**src/rtl/fb_sdram_arbiter.sv**
```systemverilog
// fb_sdram_arbiter: shares the SDRAM command port between the frame-buffer writer and the line-buffer reader.
// Optional build macro FB_ARB_STATS_EN adds rd_bursts/wr_bursts/forced_writes counter ports.
//
//  state | meaning
//  IDLE  | arbitrate pending requests, latch winner's addr/len/direction
//  CMD   | mem_cmd_valid high with stable payload until mem_cmd_ready
//  BUSY  | command accepted, waiting for mem_done
//  ZERO  | zero-length request: grant and done together, no SDRAM access
module fb_sdram_arbiter #(
    parameter int ADDR_WIDTH  = 22,
    parameter int LEN_WIDTH   = 9,
    parameter int MAX_WR_WAIT = 64
) (
    input  logic                  clk_in,
    input  logic                  resetn,
    input  logic                  rd_req,
    input  logic [ADDR_WIDTH-1:0] rd_addr,
    input  logic [LEN_WIDTH-1:0]  rd_len,
    output logic                  rd_grant,
    output logic                  rd_done,
    input  logic                  wr_req,
    input  logic [ADDR_WIDTH-1:0] wr_addr,
    input  logic [LEN_WIDTH-1:0]  wr_len,
    output logic                  wr_grant,
    output logic                  wr_done,
    output logic                  mem_cmd_valid,
    input  logic                  mem_cmd_ready,
    output logic                  mem_cmd_write,
    output logic [ADDR_WIDTH-1:0] mem_cmd_addr,
    output logic [LEN_WIDTH-1:0]  mem_cmd_len,
    input  logic                  mem_done
`ifdef FB_ARB_STATS_EN
    ,
    output logic [15:0]           rd_bursts,
    output logic [15:0]           wr_bursts,
    output logic [15:0]           forced_writes
`endif
);

    localparam int WW = $clog2(MAX_WR_WAIT + 1);
    localparam logic [WW-1:0] WAIT_MAX = WW'(MAX_WR_WAIT);

    typedef enum logic [1:0] {
        S_IDLE = 2'd0,
        S_CMD  = 2'd1,
        S_BUSY = 2'd2,
        S_ZERO = 2'd3
    } state_t;

    state_t                  state_q, state_d;
    logic                    sel_wr_q, sel_wr_d;
    logic [ADDR_WIDTH-1:0]   addr_q, addr_d;
    logic [LEN_WIDTH-1:0]    len_q, len_d;
    logic                    done_q, done_d;
    logic [WW-1:0]           wr_wait_q, wr_wait_d;
    logic                    wait_sat;
    logic                    grant;
    logic                    done_any;

    assign wait_sat = (wr_wait_q == WAIT_MAX);

    always_comb begin
        state_d  = state_q;
        sel_wr_d = sel_wr_q;
        addr_d   = addr_q;
        len_d    = len_q;
        done_d   = 1'b0;
        case (state_q)
            S_IDLE: begin
                if (rd_req || wr_req) begin
                    // reads win unless the writer has aged out
                    sel_wr_d = wr_req && (!rd_req || wait_sat);
                    addr_d   = sel_wr_d ? wr_addr : rd_addr;
                    len_d    = sel_wr_d ? wr_len : rd_len;
                    state_d  = (len_d == '0) ? S_ZERO : S_CMD;
                end
            end
            S_CMD: begin
                if (mem_cmd_ready) begin
                    state_d = S_BUSY;
                end
            end
            S_BUSY: begin
                if (mem_done) begin
                    done_d  = 1'b1;
                    state_d = S_IDLE;
                end
            end
            S_ZERO: begin
                state_d = S_IDLE;
            end
            default: begin
                state_d = S_IDLE;
            end
        endcase
    end

    assign grant    = ((state_q == S_CMD) && mem_cmd_ready) || (state_q == S_ZERO);
    assign done_any = done_q || (state_q == S_ZERO);

    assign rd_grant      = grant && !sel_wr_q;
    assign wr_grant      = grant && sel_wr_q;
    assign rd_done       = done_any && !sel_wr_q;
    assign wr_done       = done_any && sel_wr_q;
    assign mem_cmd_valid = (state_q == S_CMD);
    assign mem_cmd_write = sel_wr_q;
    assign mem_cmd_addr  = addr_q;
    assign mem_cmd_len   = len_q;

    always_comb begin
        wr_wait_d = wr_wait_q;
        if (wr_grant) begin
            wr_wait_d = '0;
        end else if (wr_req && !wait_sat) begin
            wr_wait_d = wr_wait_q + 1'b1;
        end
    end

    always_ff @(posedge clk_in or negedge resetn) begin
        if (!resetn) begin
            state_q   <= S_IDLE;
            sel_wr_q  <= 1'b0;
            addr_q    <= '0;
            len_q     <= '0;
            done_q    <= 1'b0;
            wr_wait_q <= '0;
        end else begin
            state_q   <= state_d;
            sel_wr_q  <= sel_wr_d;
            addr_q    <= addr_d;
            len_q     <= len_d;
            done_q    <= done_d;
            wr_wait_q <= wr_wait_d;
        end
    end

`ifdef FB_ARB_STATS_EN
    logic        force_sel;
    logic [15:0] rd_bursts_q, wr_bursts_q, forced_q;

    // a write counts as forced only when a read was also waiting
    assign force_sel = (state_q == S_IDLE) && rd_req && wr_req && wait_sat;

    always_ff @(posedge clk_in or negedge resetn) begin
        if (!resetn) begin
            rd_bursts_q <= '0;
            wr_bursts_q <= '0;
            forced_q    <= '0;
        end else begin
            if (rd_done) begin
                rd_bursts_q <= rd_bursts_q + 16'd1;
            end
            if (wr_done) begin
                wr_bursts_q <= wr_bursts_q + 16'd1;
            end
            if (force_sel) begin
                forced_q <= forced_q + 16'd1;
            end
        end
    end

    assign rd_bursts     = rd_bursts_q;
    assign wr_bursts     = wr_bursts_q;
    assign forced_writes = forced_q;
`endif

endmodule

```
**config.mk**
```make
export PLATFORM = sky130hd
export DESIGN_NAME = fb_sdram_arbiter
export DESIGN_NICKNAME = d
export VERILOG_FILES = /design/src/rtl/fb_sdram_arbiter.sv
export SDC_FILE = /design/constraint.sdc
export NUM_CORES = 1
export LEC_CHECK = 0
export ABC_AREA = 0
export CORE_UTILIZATION = 35
export DETAILED_ROUTE_END_ITERATION = 10
export PLACE_DENSITY = 0.79
export SLEW_MARGIN = 25
export SYNTH_ARGS = -nofsm -noshare
export SYNTH_HDL_FRONTEND = slang
export SYNTH_SLANG_ARGS = --single-unit
```
**constraint.sdc**
```tcl
create_clock -name clk_in -period 3.2 [get_ports clk_in]
set_input_delay 0.64 -clock clk_in [delete_from_list [all_inputs] [get_ports clk_in]]
set_output_delay 0.64 -clock clk_in [all_outputs]
set_load 0.005 [all_outputs]
```
# [Word-level counts from Yosys, hierarchy flattened]
# Index checks and enable logic that the tools add are counted.
[word_totals] ff_bits=42 input_bits=68
[op_classes] addsub=1 eq_ne=7 mux=11 reduce_logical=19
[ops] op="22-bit two-way mux" n=1
[ops] op="7-bit two-way mux" n=2
[ops] op="9-bit logical NOT" n=1
[ops] op="9-bit two-way mux" n=1
[ops] op="2-bit two-way mux" n=4
[ops] op="2-bit case mux with 4 select lines" n=1
[ops] op="7-bit by 1-bit adder with 7-bit output (second input constant)" n=1
[ops] op="7-bit equality test (second input constant)" n=1
[ops] op="1-bit logical AND" n=7
[ops] op="2-bit equality test (second input constant)" n=2
[ops] op="1-bit logical OR" n=4
[ops] op="2-bit inequality test (second input constant)" n=2
[ops] op="1-bit logical NOT" n=3
[ops] op="3-bit AND reduction" n=1
[ops] op="2-bit by 1-bit equality test with 1-bit output (second input constant)" n=1
[ops] op="2-bit logical NOT" n=1
[ops] op="1-bit two-way mux" n=2
[ops] op="2-bit by 1-bit inequality test with 1-bit output (second input constant)" n=1
[ops] op="2-bit AND reduction" n=1
[ops] op="2-bit nonzero test" n=1

# [Longest topological paths before layout]
# Gate-level depths: netlist (run 1).
[depth] ltp_word=8 ltp_mapped=7 mapped_depth_nobuf=6

# [Worst setup path after synthesis (run 1)]
# OpenSTA, ideal clock, no wires.
[synth_timing] path_kind="input -> output" from="input port mem_cmd_ready" to="output port wr_grant" arrival_time_ns=1.041 required_time_ns=2.560 slack_ns=1.519 stages=2 path_buffers=0 cell_sequence="o21ai_0 > nor2_1"
[synth_via] elab_chain_cells=3
[synth_rtl] item="start: declaration" line="27" text="input logic mem_cmd_ready,"
[synth_rtl] item="1-bit logical AND" line="98" text="assign grant = ((state_q == S_CMD) && mem_cmd_ready) || (state_q == S_ZERO);"
[synth_rtl] item="1-bit logical OR" line="98"
[synth_rtl] item="1-bit logical AND" line="102" text="assign wr_grant = grant && sel_wr_q;"
[synth_rtl] item="end: declaration" line="24" text="output logic wr_grant,"
# No other way between the ends.

# [Worst setup path after layout (run 1)]
# Ends and elaborated chain as after synthesis.

==> results of run 1 <==
==> placed cells by master (no fill, tap or decap), types with 2 or more instances in the layout <==
cell / n
a21oi_1: 66
a31oi_1: 2
buf_4: 8
clkbuf_8: 6
clkdlybuf4s50_1: 103
dfrtp_1: 42
ha_1: 2
inv_1: 4
nand2_1: 36
nand4_1: 2
nor2_1: 42
nor3_1: 4
o21ai_0: 5
o21ai_2: 2
or3_1: 2
or4_1: 2
xor2_1: 3
==> metal layers <==
metal | wire length, um | global-route usage (%) | up-vias
met1 | 2460 | 22.5 | 1009
met5 | 0 | 0 | -
met3 | 431 | 5.29 | 8
met2 | 2960 | 35.8 | 74
met4 | 76 | 6.67 | 0
li1 | - | - | 1018
==> cells in the mapped netlist (all sizes together), types with 2 or more instances <==
library cell and count:
clkbuf 7, nor3 4, o21ai 8, nand4 2, or4 3, ha 2
a21oi 67, nor2 42, or3 2, dfrtp 42, nand2 36, a31oi 2
buf 6, inv 4, xor2 3
==> registers in the layout, indices dropped and copies added (netlist names) <==
signal / cells
mem_cmd_write: 1
done_q: 1
mem_cmd_len: 9
mem_cmd_addr: 22
wr_wait_q: 7
state_q: 2
==> layout make-up <==
cell class / count / area share (%)
multi-input cells: 181 / 27.7
repair buffers: 111 / 33.7
clock buffers: 7 / 2.67
flip-flops and latches: 42 / 32.5
clock inverters: 1 / 0.155
inverters: 4 / 0.464
well taps: 72 / 2.79
==> power by group through the flow <==
stage | registers (W) | clock network [W] | logic (W)
after detailed placement | 0.000946 | 0 | 0.00124
after floorplan | 0.000945 | 0 | 0.000510
after CTS | 0.000943 | 0.000363 | 0.00124
after global placement | 0.000934 | 0 | 0.00119
final | 0.000943 | 0.000354 | 0.00122
after global routing | 0.000972 | 0.000381 | 0.00135
==> final timing paths <==
check                      depth (start not counted)  slack [ns]                startpoint                           end
hold reg to reg                                    1        0.53    state_q[0]$_DFFE_PN0P_              done_q$_DFF_PN0_
hold / removal                                     1        0.33                    resetn        state_q[1]$_DFFE_PN0P_
min in group clk_in                                1        0.53    state_q[0]$_DFFE_PN0P_              done_q$_DFF_PN0_
setup / recovery                                   4        0.57             mem_cmd_ready                      wr_grant
max in group asynchronous                          1        2.51                    resetn   mem_cmd_addr[6]$_DFFE_PN0P_
setup reg to reg                                   4        1.30  wr_wait_q[4]$_DFFE_PN0P_  mem_cmd_addr[19]$_DFFE_PN0P_
==> through the flow <==
step | hold WS (ns) | util (%) | setup WS (ns) | cells | instance area (sq um)
floorplan | 0.344 | - | 1.52 | 240 | 2020
global placement | 0.500 | 56.7 | 0.559 | 410 | 3140
detailed placement | 0.512 | 56.7 | 0.576 | 410 | 3140
CTS | 0.518 | 58.3 | 0.555 | 418 | 3230
global route | 0.360 | 58.4 | 0.483 | 418 | 3230
finish | 0.332 | 58.4 | 0.573 | 418 | 3230
==> cells by family (layout without fill, tap and decap cells) <==
| group | count (synthesis) | after routing | synth area share (%) |
|---|---|---|---|
| mux | 1 | 1 | 0.496 |
| compound gates | 80 | 80 | 20.8 |
| flops | 42 | 42 | 52.0 |
| simple gates | 94 | 94 | 20.0 |
| fa+ha+maj | 2 | 2 | 1.24 |
| xor+xnor | 4 | 4 | 1.74 |
| buf+inv | 17 | 123 | 3.78 |
==> summary.md, run 1 <==
| Metric | Value |
|---|---|
| Max H-tree Level | 2 |
| Post-DRT Antenna Nets | 0 |
| RSZ-0062 raised after global routing | no |
| Synth top area share | 52.0% |
| Post-DP HPWL | 4270 um |
| Fin. max-slew vios | 0 |
| Setup Viol. Count Final | 0 |
| Core area | 5540 sq um |
| Family with the most delay on the worst path | buffers and inverters |
| Post-synth cell types | 30 |
| # diodes | 0 |
| Clk sinks | 42 |
| Initial antenna violation count | 0 |
| Register clock-pin slew on the reported worst setup and hold paths | 0.08 ns |
| # DRC | 0 |
| Combinational share of power | 48.5% |
| Synth area leader | dfrtp_1 |
| Total Power | 0.00252 W |
| Sw Ratio | 34.6% |
| Layout Nets | 415 |
| Leak pwr | 1.38 nW |
| #FFs+latches synth | 42 |
| HP Class | in -> async |
| Die H | 78.0 um |
| Area Growth Syn to Fin | 60.2% |
| Vias in the first global route | 2036 |
| Power Internal | 0.00164 W |
| Detailed Route Iter0 Violations | 73 |
| Flop pwr share | 37.5% |
| Post-CTS sizing | 0 |
| Fmax | 381 MHz |
| Largest cells by area after synthesis | dfrtp_1, a21oi_1, nor2_1 |
| Final hold vios | 0 |
| Status | completed |
| Fill count | 531 |
| CP bufs+invs | 2 |
| Vias | 2109 |
| Mapped Area | 2020 sq um |
| WL final | 5930 um |
| Pin count of the biggest net entering global routing | 43 |
| Synth warnings | 0 |
| Post-Syn Instances | 240 |
| Crit path arrival time | 1.99 ns |
| PwrDens | 778 nW/um^2 |
| Routability cong. | 0.827 |
| Vias/cell | 5.05 |
| Post-synth EDFFs | 0 |
| Post-CTS Setup Inserts | 0 |
| Relative slew margins | 57.3% |
| Critical path required time | 2.56 ns |
| Total CTS buffers | 5 |
| Root Buffer | clkbuf_8 |
| CP startpoint kind | input port |
| Async set-reset flop share out of synthesis | 100% |
| I/O Buffers | 104 |
| Post-CTS Hold Fix Bufs | 0 |
| Crit path max-delay cell type | clkdlybuf4s50_1 |
| Wirelength per Cell | 14.2 um |
| Crit-path cells | clkdlybuf4s50_1 -> o21ai_0 -> nor2_1 -> clkdlybuf4s50_1 |
| Seq. cell area | 1050 sq um |
| Post-synth top flop | dfrtp_1 |
| TNS Setup | 0 ns |
| Synth Net Count | 310 |
| Die Width | 78.0 um |
| Clk pwr share | 14.1% |
| Worst-margin pin slew | 0.640 ns |
| Initial Util | 36.4% |
| CP Max Fanout | 3 |
| Std cell rows | 27 |
| Critical Path Sink Type | output pin |
| CTS tree | yes |
| Final worst path period share | 82.1% |
| Gr usage total | 19.8% |
| Final min period | 2.63 ns |
| CTS Buffer Depth | 2 |
| Net Sw Power | 0.000872 W |
| Share of cells above drive strength 1 | 6.07% |
| Most frequent CP cell | clkdlybuf4s50_1 |
| DIE AREA | 6080 sq um |
| Max-Cap Viols | 0 |
| 1st-pass router iterations | 4 |
| Max VDD drop | 0.000353 V |
| WS Path Type | in -> out |
| Skew final | 0.00610 ns |
| Syn avg cell area | 8.41 sq um |
| Max incr delay on CP | 0.54 ns |
| Worst-Skew Late Latency | 0.29 ns |
| Sequential-to-total area share from yosys stat | 52.0% |
| Total gr overflow | 0 |
| Footprint of the multi-input gates | 896 sq um |
| First-pass GRT wire length | 9380 um |
| IO Count | 105 |
No activity file was read; power rests on OpenSTA's default activity.
==> run 2: changes to the inputs <==
PLACE_DENSITY = 0.82   (was 0.79)
clock period = 2.23 ns   (was 3.2 ns; I/O delays follow)
==> summary.md, run 2 (synthesized netlist as in run 1, its figures left out) <==
| Metric | Value |
|---|---|
| WL final | 5800 um (-2.2%) |
| Wirelength per Cell | 13.7 um (-3.1%) |
| Register clock-pin slew on the reported worst setup and hold paths | 0.08 ns (about the same) |
| Net Sw Power | 0.00124 W (+42%) |
| Sw Ratio | 33.5% (-1.1 points) |
| Std cell rows | 27 (unchanged) |
| Total gr overflow | 0 (unchanged) |
| Leak pwr | 1.42 nW (+3.0%) |
| Clk sinks | 42 (unchanged) |
| Max-Cap Viols | 0 (unchanged) |
| Setup Viol. Count Final | 0 (unchanged) |
| Root Buffer | clkbuf_8 |
| DIE AREA | 6080 sq um (unchanged) |
| Die Width | 78.0 um (unchanged) |
| Routability cong. | 0.818 (-1.1%) |
| Initial Util | 36.4% (unchanged) |
| I/O Buffers | 104 (unchanged) |
| Crit path arrival time | 1.51 ns (-0.48 ns) |
| Relative slew margins | 58.3% (+0.93 points) |
| Layout Nets | 419 (+0.96%) |
| Post-CTS Setup Inserts | 0 (unchanged) |
| DR WL met2 | 2910 um (-1.7%) |
| Area Growth Syn to Fin | 62.3% |
| Vias/cell | 5.04 (-0.20%) |
| Vias | 2125 (+0.76%) |
| Die H | 78.0 um (unchanged) |
| Crit-path cells | clkdlybuf4s50_1 -> o21ai_1 -> nor2_1 -> dlygate4sd2_1 |
| R2r worst-path depth | 4 (unchanged) |
| Power Internal | 0.00245 W (+49%) |
| CP Max Fanout | 2 (-1) |
| 1st-pass router iterations | 4 (unchanged) |
| TNS Setup | 0 ns (unchanged) |
| WS Path Type | in -> out |
| DR top layer | met4 |
| Share of cells above drive strength 1 | 6.86% (+0.79 points) |
| Detailed Route Iter0 Violations | 93 (+27%) |
| Post-DRT Antenna Nets | 0 (unchanged) |
| CTS tree | yes |
| Max incr delay on CP | 0.50 ns (-0.04 ns) |
| IO Count | 105 (unchanged) |
| # diodes | 0 (unchanged) |
| Total Power | 0.00369 W (+47%) |
| Final hold vios | 0 (unchanged) |
| # DRC | 0 (unchanged) |
| RSZ-0062 raised after global routing | no |
| Family with the most delay on the worst path | buffers and inverters |
| Pin count of the biggest net entering global routing | 43 (unchanged) |
| CP startpoint kind | input port |
| Worst-margin pin slew | 0.626 ns (-0.0139 ns) |
| Final worst path period share | 87.9% |
| HP Class | in -> async |
| Total CTS buffers | 5 (unchanged) |
| Post-CTS Hold Fix Bufs | 0 (unchanged) |
| Wl on met1 | 2420 um (-1.5%) |
| Most frequent cells in the layout | clkdlybuf4s50_1, a21oi_1, nor2_1, dfrtp_1, nand2_1 |
| Commonest non-fill, non-tap cell in the layout | clkdlybuf4s50_1 |
| Final min period | 1.96 ns |
| CP bufs+invs | 2 (unchanged) |
| Core area | 5540 sq um (unchanged) |
| CTS Buffer Depth | 2 (unchanged) |
| Fill count | 515 (-3.0%) |
| Critical Path Sink Type | output pin |
| Reg-to-Reg End | mem_cmd_addr[9]$_DFFE_PN0P_ |
| Worst r2r src | wr_wait_q[4]$_DFFE_PN0P_ |
| Combinational share of power | 47.3% (-1.2 points) |
| Slack of the worst reg-to-reg path | 0.39 ns (-0.91 ns) |
| Gr usage total | 19.7% (-0.096 points) |
| Initial antenna violation count | 0 (unchanged) |
| Clk pwr share | 16.1% (+2.0 points) |
| Worst-Skew Late Latency | 0.29 ns (about the same) |
| Vias in the first global route | 2105 (+3.4%) |
| Post-DP HPWL | 4150 um (-2.8%) |
| Fmax | 510 MHz |
| Flop pwr share | 36.6% (-0.9 points) |
| Max H-tree Level | 2 (unchanged) |
| First-pass GRT wire length | 9550 um (+1.8%) |
| Skew final | 0.00506 ns (-0.00104 ns) |
| Status | completed |
| Crit path max-delay cell type | clkdlybuf4s50_1 |
| Met3 wire length | 421 um (-2.3%) |
| Max reg flops | 22 (unchanged) |
| Max VDD drop | 0.000468 V (+32%) |
| Critical path required time | 1.78 ns (-0.78 ns) |
| Fin. max-slew vios | 0 (unchanged) |
| PwrDens | 1120 nW/um^2 (+45%) |
==> run 2: cell types whose count changed in the layout (fill, tap and decap cells not counted), sizes merged <==
cell | before | now
buf | 8 | 12
bufinv | 0 | 1
clkdlybuf4s50 | 103 | 101
clkinv | 1 | 0
dlygate4sd2 | 0 | 1
dlymetal6s2s | 0 | 1
==> run 2: cell type report <==
cell class | count | area (sq um) | share of cell area (%)
timing repair buffer | 115 | 1120 | 34.2
inverter | 4 | 15.0 | 0.458
sequential | 42 | 1050 | 32.1
clock buffer | 7 | 76.3 | 2.33
multi-input combinational | 181 | 896 | 27.3
tap | 72 | 90.1 | 2.75
clock inverter | 1 | 30.0 | 0.916
==> run 2: worst max path at each step <==
stage / from / end / cells after the start
after floorplan: wr_wait_q[0]$_DFFE_PN0P_ / mem_cmd_addr[1]$_DFFE_PN0P_ / 7
after global placement: mem_cmd_ready / wr_grant / 4
after detailed placement: mem_cmd_ready / wr_grant / 4
after CTS: mem_cmd_ready / rd_grant / 5
after global routing: wr_req / mem_cmd_len[6]$_DFFE_PN0P_ / 5
final: mem_cmd_ready / wr_grant / 4
==> run 2: per-stage QoR <==
stage               utilization (%)  setup slack [ns]  area [sq um]  cells  hold slack, ns
floorplan                         -             0.734          2020    240           0.150
global route                   59.2             0.138          3280    422           0.267
detailed placement             57.2          -0.00668          3170    414           0.521
global placement               57.2          -0.00176          3170    414           0.501
finish                         59.2             0.269          3280    422           0.222
CTS                            59.1            0.0267          3280    422           0.239
==> run 2: repair_timing <==
item | in CTS | in global routing
endpoints found under the setup margin | 2 | 1
pin swaps | 1 | 0
gates resized for setup | 2 | 1
==> run 2: metal layers <==
metal / track usage (%) / vias up
li1: - / 1033
met1: 22.8 / 1008
met2: 35.9 / 78
met3: 4.94 / 6
met4: 5.56 / 0
met5: 0 / -
==> run 2: power by group through the flow <==
stage	registers [W]	clock network (W)	logic, W
floorplan	0.00136	0	0.000732
global placement	0.00134	0	0.00172
detailed placement	0.00136	0	0.00177
CTS	0.00135	0.000605	0.00178
global route	0.00139	0.000631	0.00195
finish	0.00135	0.000592	0.00175
